### src/rtl/sub_key_store_if.sv
// rtl/sub_key_store_if.sv - host load stream and round-engine read port of the sub-key store
interface sub_key_store_if #(
  parameter int AW = 4,
  parameter int DW = 64
);
  // host load stream
  logic          load_start;
  logic [DW-1:0] key_data;
  logic          key_valid;
  logic          key_ready;
  logic          load_done;
  logic          table_valid;
  logic [AW:0]   key_count;

  // round-engine read port
  logic          reverse;
  logic [AW-1:0] sub_key_address0;
  logic          sub_key_ce0;
  logic [DW-1:0] sub_key_q0;

  modport master (
    output load_start, key_data, key_valid, reverse, sub_key_address0, sub_key_ce0,
    input  key_ready, load_done, table_valid, key_count, sub_key_q0
  );

  modport slave (
    input  load_start, key_data, key_valid, reverse, sub_key_address0, sub_key_ce0,
    output key_ready, load_done, table_valid, key_count, sub_key_q0
  );
endinterface

### src/rtl/sub_key_store.sv
// rtl/sub_key_store.sv - 16 x 64 round-key table with streamed load and registered read port
module sub_key_store #(
  parameter int DEPTH = 16,
  parameter int AW    = 4,
  parameter int DW    = 64
) (
  input logic          ap_clk,
  input logic          ap_rst,
  sub_key_store_if.slave bus
);

  typedef enum logic [1:0] {
    IDLE  = 2'd0,
    LOAD  = 2'd1,
    READY = 2'd2
  } state_t;

  state_t        state;
  logic [AW:0]   count_q;
  logic          table_valid_q;
  logic          load_done_q;
  logic [DW-1:0] q0_q;
  logic [DW-1:0] mem [DEPTH];

  logic          accept;
  logic [AW-1:0] wr_addr;
  logic [AW-1:0] rd_addr;

  // A fresh load_start always wins over a beat offered in the same cycle.
  assign bus.key_ready = (state == LOAD) && !bus.load_start;
  assign accept        = bus.key_valid && bus.key_ready;
  assign wr_addr       = count_q[AW-1:0];

  // Reverse mode mirrors the table so the same round engine runs decryption.
  assign rd_addr = bus.reverse ? (AW'(DEPTH - 1) - bus.sub_key_address0)
                               : bus.sub_key_address0;

  assign bus.key_count   = count_q;
  assign bus.table_valid = table_valid_q;
  assign bus.load_done   = load_done_q;
  assign bus.sub_key_q0  = q0_q;

  // Load sequencing: word counter, completion pulse and table-valid flag.
  always_ff @(posedge ap_clk or posedge ap_rst) begin
    if (ap_rst) begin
      state         <= IDLE;
      count_q       <= '0;
      table_valid_q <= 1'b0;
      load_done_q   <= 1'b0;
    end else begin
      load_done_q <= 1'b0;
      if (bus.load_start) begin
        state         <= LOAD;
        count_q       <= '0;
        table_valid_q <= 1'b0;
      end else begin
        case (state)
          LOAD: begin
            if (accept) begin
              count_q <= count_q + 1'b1;
              if (count_q == (AW+1)'(DEPTH - 1)) begin
                state         <= READY;
                table_valid_q <= 1'b1;
                load_done_q   <= 1'b1;
              end
            end
          end
          READY:   state <= READY;
          default: state <= IDLE;
        endcase
      end
    end
  end

  // Table storage; contents survive reset but stay hidden until a full reload.
  always_ff @(posedge ap_clk) begin
    if (accept) begin
      mem[wr_addr] <= key_data_w();
    end
  end

  function automatic logic [DW-1:0] key_data_w();
    return bus.key_data;
  endfunction

  // Registered read; a table that is not fully loaded reads as zero.
  always_ff @(posedge ap_clk or posedge ap_rst) begin
    if (ap_rst) begin
      q0_q <= '0;
    end else if (bus.sub_key_ce0) begin
      q0_q <= table_valid_q ? mem[rd_addr] : '0;
    end
  end

endmodule

### src/flat_wrapper.sv
// flat-port wrapper written by rule: the top's interface ports become plain ports
module sub_key_store_flat 
#(
  parameter int DEPTH = 16,
  parameter int AW    = 4,
  parameter int DW    = 64
)
  (ap_clk, ap_rst, bus_load_start, bus_key_data, bus_key_valid, bus_reverse, bus_sub_key_address0, bus_sub_key_ce0, bus_key_ready, bus_load_done, bus_table_valid, bus_key_count, bus_sub_key_q0);
  sub_key_store_if #(.AW(AW), .DW(DW)) bus_i ();
  input logic ap_clk;
  input logic ap_rst;
  input wire logic [$bits(bus_i.load_start)-1:0] bus_load_start;
  input wire logic [$bits(bus_i.key_data)-1:0] bus_key_data;
  input wire logic [$bits(bus_i.key_valid)-1:0] bus_key_valid;
  input wire logic [$bits(bus_i.reverse)-1:0] bus_reverse;
  input wire logic [$bits(bus_i.sub_key_address0)-1:0] bus_sub_key_address0;
  input wire logic [$bits(bus_i.sub_key_ce0)-1:0] bus_sub_key_ce0;
  output wire logic [$bits(bus_i.key_ready)-1:0] bus_key_ready;
  output wire logic [$bits(bus_i.load_done)-1:0] bus_load_done;
  output wire logic [$bits(bus_i.table_valid)-1:0] bus_table_valid;
  output wire logic [$bits(bus_i.key_count)-1:0] bus_key_count;
  output wire logic [$bits(bus_i.sub_key_q0)-1:0] bus_sub_key_q0;
  assign bus_i.load_start = bus_load_start;
  assign bus_i.key_data = bus_key_data;
  assign bus_i.key_valid = bus_key_valid;
  assign bus_i.reverse = bus_reverse;
  assign bus_i.sub_key_address0 = bus_sub_key_address0;
  assign bus_i.sub_key_ce0 = bus_sub_key_ce0;
  assign bus_key_ready = bus_i.key_ready;
  assign bus_load_done = bus_i.load_done;
  assign bus_table_valid = bus_i.table_valid;
  assign bus_key_count = bus_i.key_count;
  assign bus_sub_key_q0 = bus_i.sub_key_q0;
  sub_key_store #(.DEPTH(DEPTH), .AW(AW), .DW(DW)) u_core (.ap_clk(ap_clk), .ap_rst(ap_rst), .bus(bus_i));
endmodule
### config.mk
export PLATFORM = sky130hd
export DESIGN_NAME = sub_key_store_flat
export DESIGN_NICKNAME = d
export VERILOG_FILES = /design/src/rtl/sub_key_store_if.sv /design/src/rtl/sub_key_store.sv /design/src/flat_wrapper.sv
export SDC_FILE = /design/constraint.sdc
export NUM_CORES = 1
export LEC_CHECK = 0
export BUFFER_PORTS_ARGS = -buffer_cell sky130_fd_sc_hd__buf_2
export CORE_UTILIZATION = 30
export CTS_BUF_LIST = sky130_fd_sc_hd__clkbuf_4 sky130_fd_sc_hd__clkbuf_8
export DETAILED_ROUTE_END_ITERATION = 12
export HOLD_SLACK_MARGIN = 0.15
export SYNTH_ARGS = -nofsm -noshare
export SYNTH_HDL_FRONTEND = slang
export SYNTH_SLANG_ARGS = --single-unit
### constraint.sdc
create_clock -name ap_clk -period 7.6 [get_ports ap_clk]
set_input_delay 1.52 -clock ap_clk [delete_from_list [all_inputs] [get_ports ap_clk]]
set_output_delay 1.52 -clock ap_clk [all_outputs]
set_load 0.005 [all_outputs]
==> results of run 1 <==
-- cell usage in the layout (no fill, tap or decap), types with 3 or more instances in the layout --
| cell type | netlist | routed |
|---|---|---|
| ha_1 | 6 | 6 |
| o21ai_1 | 64 | 64 |
| mux4_2 | 320 | 320 |
| clkbuf_4 | 3 | 84 |
| buf_2 | 92 | 141 |
| nor2_4 | 0 | 14 |
| buf_12 | 0 | 8 |
| xor2_1 | 4 | 3 |
| clkinv_1 | 0 | 26 |
| a22oi_1 | 64 | 64 |
| inv_6 | 0 | 3 |
| dfrtp_1 | 73 | 73 |
| a2bb2oi_1 | 64 | 64 |
| o211ai_1 | 64 | 64 |
| nor2_1 | 17 | 4 |
| o22ai_1 | 64 | 64 |
| edfxtp_1 | 1024 | 1024 |
| diode_2 | 0 | 3 |
| nor3_2 | 0 | 4 |
| nand2_1 | 77 | 75 |
| o221ai_1 | 64 | 64 |
| inv_1 | 6 | 5 |
| buf_4 | 36 | 57 |
| clkbuf_8 | 0 | 189 |
| a22o_1 | 64 | 64 |
| clkinvlp_4 | 0 | 6 |
| mux2i_1 | 384 | 384 |
| mux2_2 | 128 | 128 |
| a21boi_1 | 64 | 64 |
| clkinv_2 | 0 | 5 |
-- through the flow --
step                total power [mW]  instance area [um2]  setup WS, ps  hold slack [ps]
global placement                7.88                53800          3090              482
global route                    13.2                57300          3810              526
detailed placement              7.89                53800          3070              493
floorplan                       7.56                50700           446              482
CTS                             12.9                57300          4010              507
finish                          12.8                57300          3970              501
-- worst max-delay path by stage --
stage | end | slack [ps]
floorplan | u_core.mem[3][0] | 450
global placement | u_core.bus.sub_key_q0[58] | 3090
global route | u_core.mem[7][43] | 3810
detailed placement | u_core.mem[7][43] | 3070
CTS | bus_key_ready | 4010
finish | u_core.bus.sub_key_q0[58] | 3970
-- routing by layer --
layer	vias up	GRT usage [%]
met1	15300	21.3
met2	915	27.2
li1	12200	-
met3	253	2.93
met5	-	0
met4	14	4.76
-- report_power, final --
part	internal [mW]	switching, mW	total [mW]
logic	0.401	0.613	1.01
registers	6.71	0.0367	6.75
clock network	2.68	2.33	5.02
total	9.79	2.98	12.8
-- registers in the layout (all words and copies together) (netlist names) --
register and count:
u_core.bus.sub_key_q0 64, u_core.bus.table_valid 1, u_core.state 2, u_core.bus.key_count 5, u_core.mem 1024, u_core.bus.load_done 1
-- area by class of cell --
cell class,instances,area share (%)
clock buffer,273,5.64
tap,2204,4.81
multi-input combinational,1473,29.9
antenna,3,0.0131
sequential,1097,56.9
inverter,8,0.0634
clock inverter,39,0.330
timing repair buffer,209,2.33
-- worst reg2reg max path: stages (launching register included) --
cell,delay [ps]
dfrtp_1,380
inv_1,60
ha_1,210
nor2b_1,250
and2_1,300
nand2_1,340
nor2_4,660
buf_4,840
-- logic make-up after synthesis --
| group | after synthesis | share of synthesized area (%) |
|---|---|---|
| adders and majority gates | 6 | 0.148 |
| muxes | 832 | 24.6 |
| AOI/OAI and AO/OA | 517 | 7.64 |
| and+or+nand+nor | 113 | 0.918 |
| xor gates and xnor gates | 5 | 0.0863 |
| DFF | 1097 | 64.2 |
| buffers and inverters | 226 | 2.37 |
==> run_results.csv, run 1 <==
group,metric,value,unit
setup_path,critPathLaunchType,"input port",
logic_synthesis,synth_cells,2796,
layout,final_util,34.2,%
logic_synthesis,synth.yosys.warnings,0,
drt,wl_met1,58.9,mm
place,port_buffers,145,
setup_path,slowest_delay,880,ps
setup_path,cp.depth,6,
drt,drc,0,
grt,grt_pass1_wl,202,mm
cts,path_clk_slew,70,ps
min_path,hold_path.class,"register to register",
logic_synthesis,ys_seq_area_share,64.2,%
timing,worst_pin_slew,1170,ps
logic_synthesis,ys_seq_elements,1097,
setup_path,critPathKind,"input port to register",
cts,cts_tree,"built",
layout,fin_cells,5306,
pwr,p_per_area,223,nW/um2
cts,cts_setup_buffers,0,
setup_path,r2r_slack,4120,ps
setup_path,cpLargestDelayFamily,"buffers and inverters",
layout,seq_area,32600,um2
floorplan,dieWidth,413,um
floorplan,die_h,413,um
cts,cts_resized,0,
setup_path,arrival,4350,ps
layout,syn_to_final_growth,12.9,%
drt,antenna_left,0,
run,maxCapViolations,0,
logic_synthesis,syn_area_per_cell,18.1,um2
cts,root_buffer,"clkbuf_8",
grt,grtUsageTotal,16.2,%
setup_path,crit_start,"bus_reverse",
logic_synthesis,synth_flop_cell,"edfxtp_1",
logic_synthesis,synth_commonest_cells,"edfxtp_1, mux2i_1, mux4_2",
logic_synthesis,yosysMostFrequentCell,"edfxtp_1",
setup_path,cp_max_fo,50,
pwr,irDropWorstVdd,0.198,mV
logic_synthesis,synth_area_leaders,"edfxtp_1, mux4_2, mux2i_1",
min_path,hold_end,"u_core.bus.sub_key_q0[50]",
setup_path,critPathMostFrequentCell,"buf_4",
run_status,status,"completed",
pwr,leakage,19.2,nW
drt,drt-total-wl,140,mm
floorplan,core,168000,um2
timing,rsz0062_at_grt,"no",
drt,dr.pass1.iters,6,
cts,postCtsHoldBufs,0,
place,dp.cells,4991,
logic_synthesis,synth_top_area_share,60.6,%
timing,relSlewSlack,21.6,%
setup_path,cp_slowest_cell,"buf_4",
layout,multiInputGateArea,17100,um2
layout,final_nets,3041,
floorplan,start_util,30.3,%
timing,tns,0,ps
setup_path,timing.rr.start,"u_core.state[1]",
drt,vias,28700,
drt,wl_met3,8.20,mm
floorplan,die_area,171000,um2
layout,drive_above_1_share,31.4,%
logic_synthesis,synth_edf_count,1024,
timing,fin_skew,31.4,ps
place,place.gp.congestion,0.749,
cts,cts_buffer_depth,3,
grt,antenna_found_initial,29,
min_path,holdCritStartpoint,"u_core.bus.sub_key_q0[50]",
timing,fin_crit,3630,ps
timing,fin_crit_sh,47.8,%
drt,wl_per_cell,26.3,um
cts,cts_inserted_buffers,172,
floorplan,fp-row-count,150,
timing,hold_viol_final,0,
cts,cts_num_sinks,1097,
timing,fmax,0.275,GHz
layout,fillCellCount,15700,
setup_path,path_cells,"buf_8, xor2_4, buf_4, buf_4, mux2i_1, o221ai_1",
floorplan,io_pins,146,
grt,grt_overflow,0,
setup_path,reg2reg_to,"u_core.mem[7][43]",
grt,grt_max_degree,129,
logic_synthesis,syn_area,50700,um2
logic_synthesis,synth_top_cell_by_area,"edfxtp_1",
logic_synthesis,synth_fp_nets,2876,
setup_path,end_kind,"register",
drt,routed_via_density,5.40,
setup_path,reg2reg_depth,7,
place,dpl.hpwl,77.6,mm
drt,drt_iter0_drc,2633,
drt,wl_met2,69.2,mm
logic_synthesis,synth_cell_types,40,
setup_path,cp_num_buf_inv,3,
min_path,hold_depth,2,
timing,setup_viol,0,
timing,slew_violations,0,
cts,htreeDepth,4,
drt,top_layer,"met5",
setup_path,worstPathRequired,8320,ps
logic_synthesis,async_flop_share,6.65,%
grt,first_global_vias,29300,
cts,clock_latency,870,ps
Note: power is estimated with default switching activity, not from simulation.
==> inputs of run 2 (changes only) <==
==> constraint.sdc (replaced) <==
create_clock -name ap_clk -period 3.1 [get_ports ap_clk]
set_input_delay 0.62 -clock ap_clk [delete_from_list [all_inputs] [get_ports ap_clk]]
set_output_delay 0.62 -clock ap_clk [all_outputs]
set_load 0.005 [all_outputs]
==> run 2 against run 1 <==
Cell count increased by 3.2%. Highest routed layer unchanged. Setup slack got worse by 3400 ps. Register-to-register slack lost 3500 ps. Utilization increased by 1.4 points. Sequential power rose by 140%. Sequential share of layout area shrank 2.3 points. Clock power increased to 2.6 times the previous value. Critical path depth down 4. Global-route usage grew 0.50 points.
==> run_results.csv, run 2 (synthesis results as in run 1) <==
group,metric,value,unit
place,dp_slack,492,ps
pwr,power,32.2,mW
layout,final_util,35.6,%
pwr,p_per_area,539,nW/um2
cts,cts_num_sinks,1097,
grt,grt_pass1_wl,207,mm
floorplan,start_util,30.3,%
setup_path,reg2reg_depth,8,
drt,vias,29500,
layout,drive_above_1_share,32.7,%
cts,cts_buffer_depth,3,
place,port_buffers,145,
cts,root_buffer,"clkbuf_8",
timing,fin_skew,50.2,ps
cts,clock_latency,910,ps
floorplan,die_h,413,um
pwr,leakage,20.2,nW
layout,seq_area,32600,um2
min_path,hold_path.class,"input port to async pin",
timing,tns,0,ps
floorplan,io_pins,146,
layout,final_common_cell,"edfxtp_1",
drt,antenna_left,0,
cts,cts_setup_buffers,0,
cts,cts_inserted_buffers,179,
drt,routed_via_density,5.38,
timing,fin_ws,598,ps
drt,dr.pass1.iters,6,
grt,grtUsageTotal,16.7,%
timing,rsz0062_at_grt,"no",
layout,final_nets,3206,
timing,fin_crit,2500,ps
setup_path,cp_max_fo,7,
setup_path,worstPathRequired,2480,ps
timing,fmax,0.400,GHz
layout,syn_to_final_growth,17.7,%
layout,final_cell_mix,"edfxtp_1, mux2i_1, mux4_2",
setup_path,critPathLaunchType,"register",
timing,fin_crit_sh,80.7,%
timing,hold_ws,358,ps
floorplan,core,168000,um2
cts,cts_tree,"built",
layout,regMostFlops,"u_core.mem",
floorplan,fp-row-count,150,
layout,fin_cells,5477,
layout,multiInputGateArea,17200,um2
setup_path,end_kind,"output port",
drt,drt_iter0_drc,2234,
pwr,irDropWorstVdd,0.390,mV
run_status,status,"completed",
place,placed_area,55400,um2
grt,antenna_found_initial,10,
layout,fin_area,59700,um2
grt,grt_max_degree,65,
layout,largest_reg_flops,1024,
floorplan,die_area,171000,um2
cts,htreeDepth,4,
drt,drt-total-wl,144,mm
setup_path,arrival,1880,ps
floorplan,dieWidth,413,um
place,dpl.hpwl,83.2,mm
cts,path_clk_slew,60,ps
timing,hold_viol_final,0,
drt,wl_per_cell,26.2,um
place,dp.cells,5081,
place,place.gp.congestion,0.766,
setup_path,critPathKind,"register to output port",
drt,drc,0,
grt,grt_overflow,0,
timing,setup_viol,0,
timing,relSlewSlack,51.8,%
timing,worst_pin_slew,722,ps
run,maxCapViolations,0,
layout,fillCellCount,15600,
timing,slew_violations,0,
grt,first_global_vias,30400,
-- run 2: report_power, final --
part	total (mW)	leakage, nW	switching (mW)	internal, mW
clock	12.9	1.93	5.99	6.88
sequential	16.5	10.2	0.0965	16.4
combinational	2.77	8.08	1.57	1.20
-- run 2: path summary, 6_finish.rpt --
path                                           startpoint                         to  slack [ps]
worst min-delay path                               ap_rst  u_core.bus.sub_key_q0[43]         360
worst min register to register  u_core.bus.sub_key_q0[55]  u_core.bus.sub_key_q0[55]         500
max in group asynchronous                          ap_rst  u_core.bus.sub_key_q0[55]        2040
worst max register to register            u_core.state[1]          u_core.mem[3][49]         640
worst max-delay path              u_core.bus.key_count[3]           bus_key_count[3]         600
min in group ap_clk               bus_sub_key_address0[0]  u_core.bus.sub_key_q0[42]         440
-- run 2: repair_timing --
| item | CTS | global route |
|---|---|---|
| hold buffers | 68 | 0 |
| gates resized for setup | 0 | 0 |
| endpoints found under the hold margin | 1057 | 0 |
-- run 2: per-layer routing --
metal  global-route usage, %  share of wire (%)
met3                    3.27                6.8
met4                    5.32                2.5
met2                    27.8                 49
met1                    21.8                 42
met5                       0              0.048
-- run 2: final cells by class --
| class | count | area share (%) |
|---|---|---|
| tap | 2204 | 4.62 |
| clock inverter | 72 | 0.887 |
| antenna | 4 | 0.0168 |
| inverter | 8 | 0.0587 |
| clock buffer | 252 | 5.22 |
| timing repair buffer | 367 | 5.83 |
| sequential | 1097 | 54.6 |
| multi-input combinational | 1473 | 28.8 |
-- run 2: worst max-delay path, stage by stage (launching register included) --
cell	delay, ps
dfrtp_1	610
buf_4	250
buf_2	130
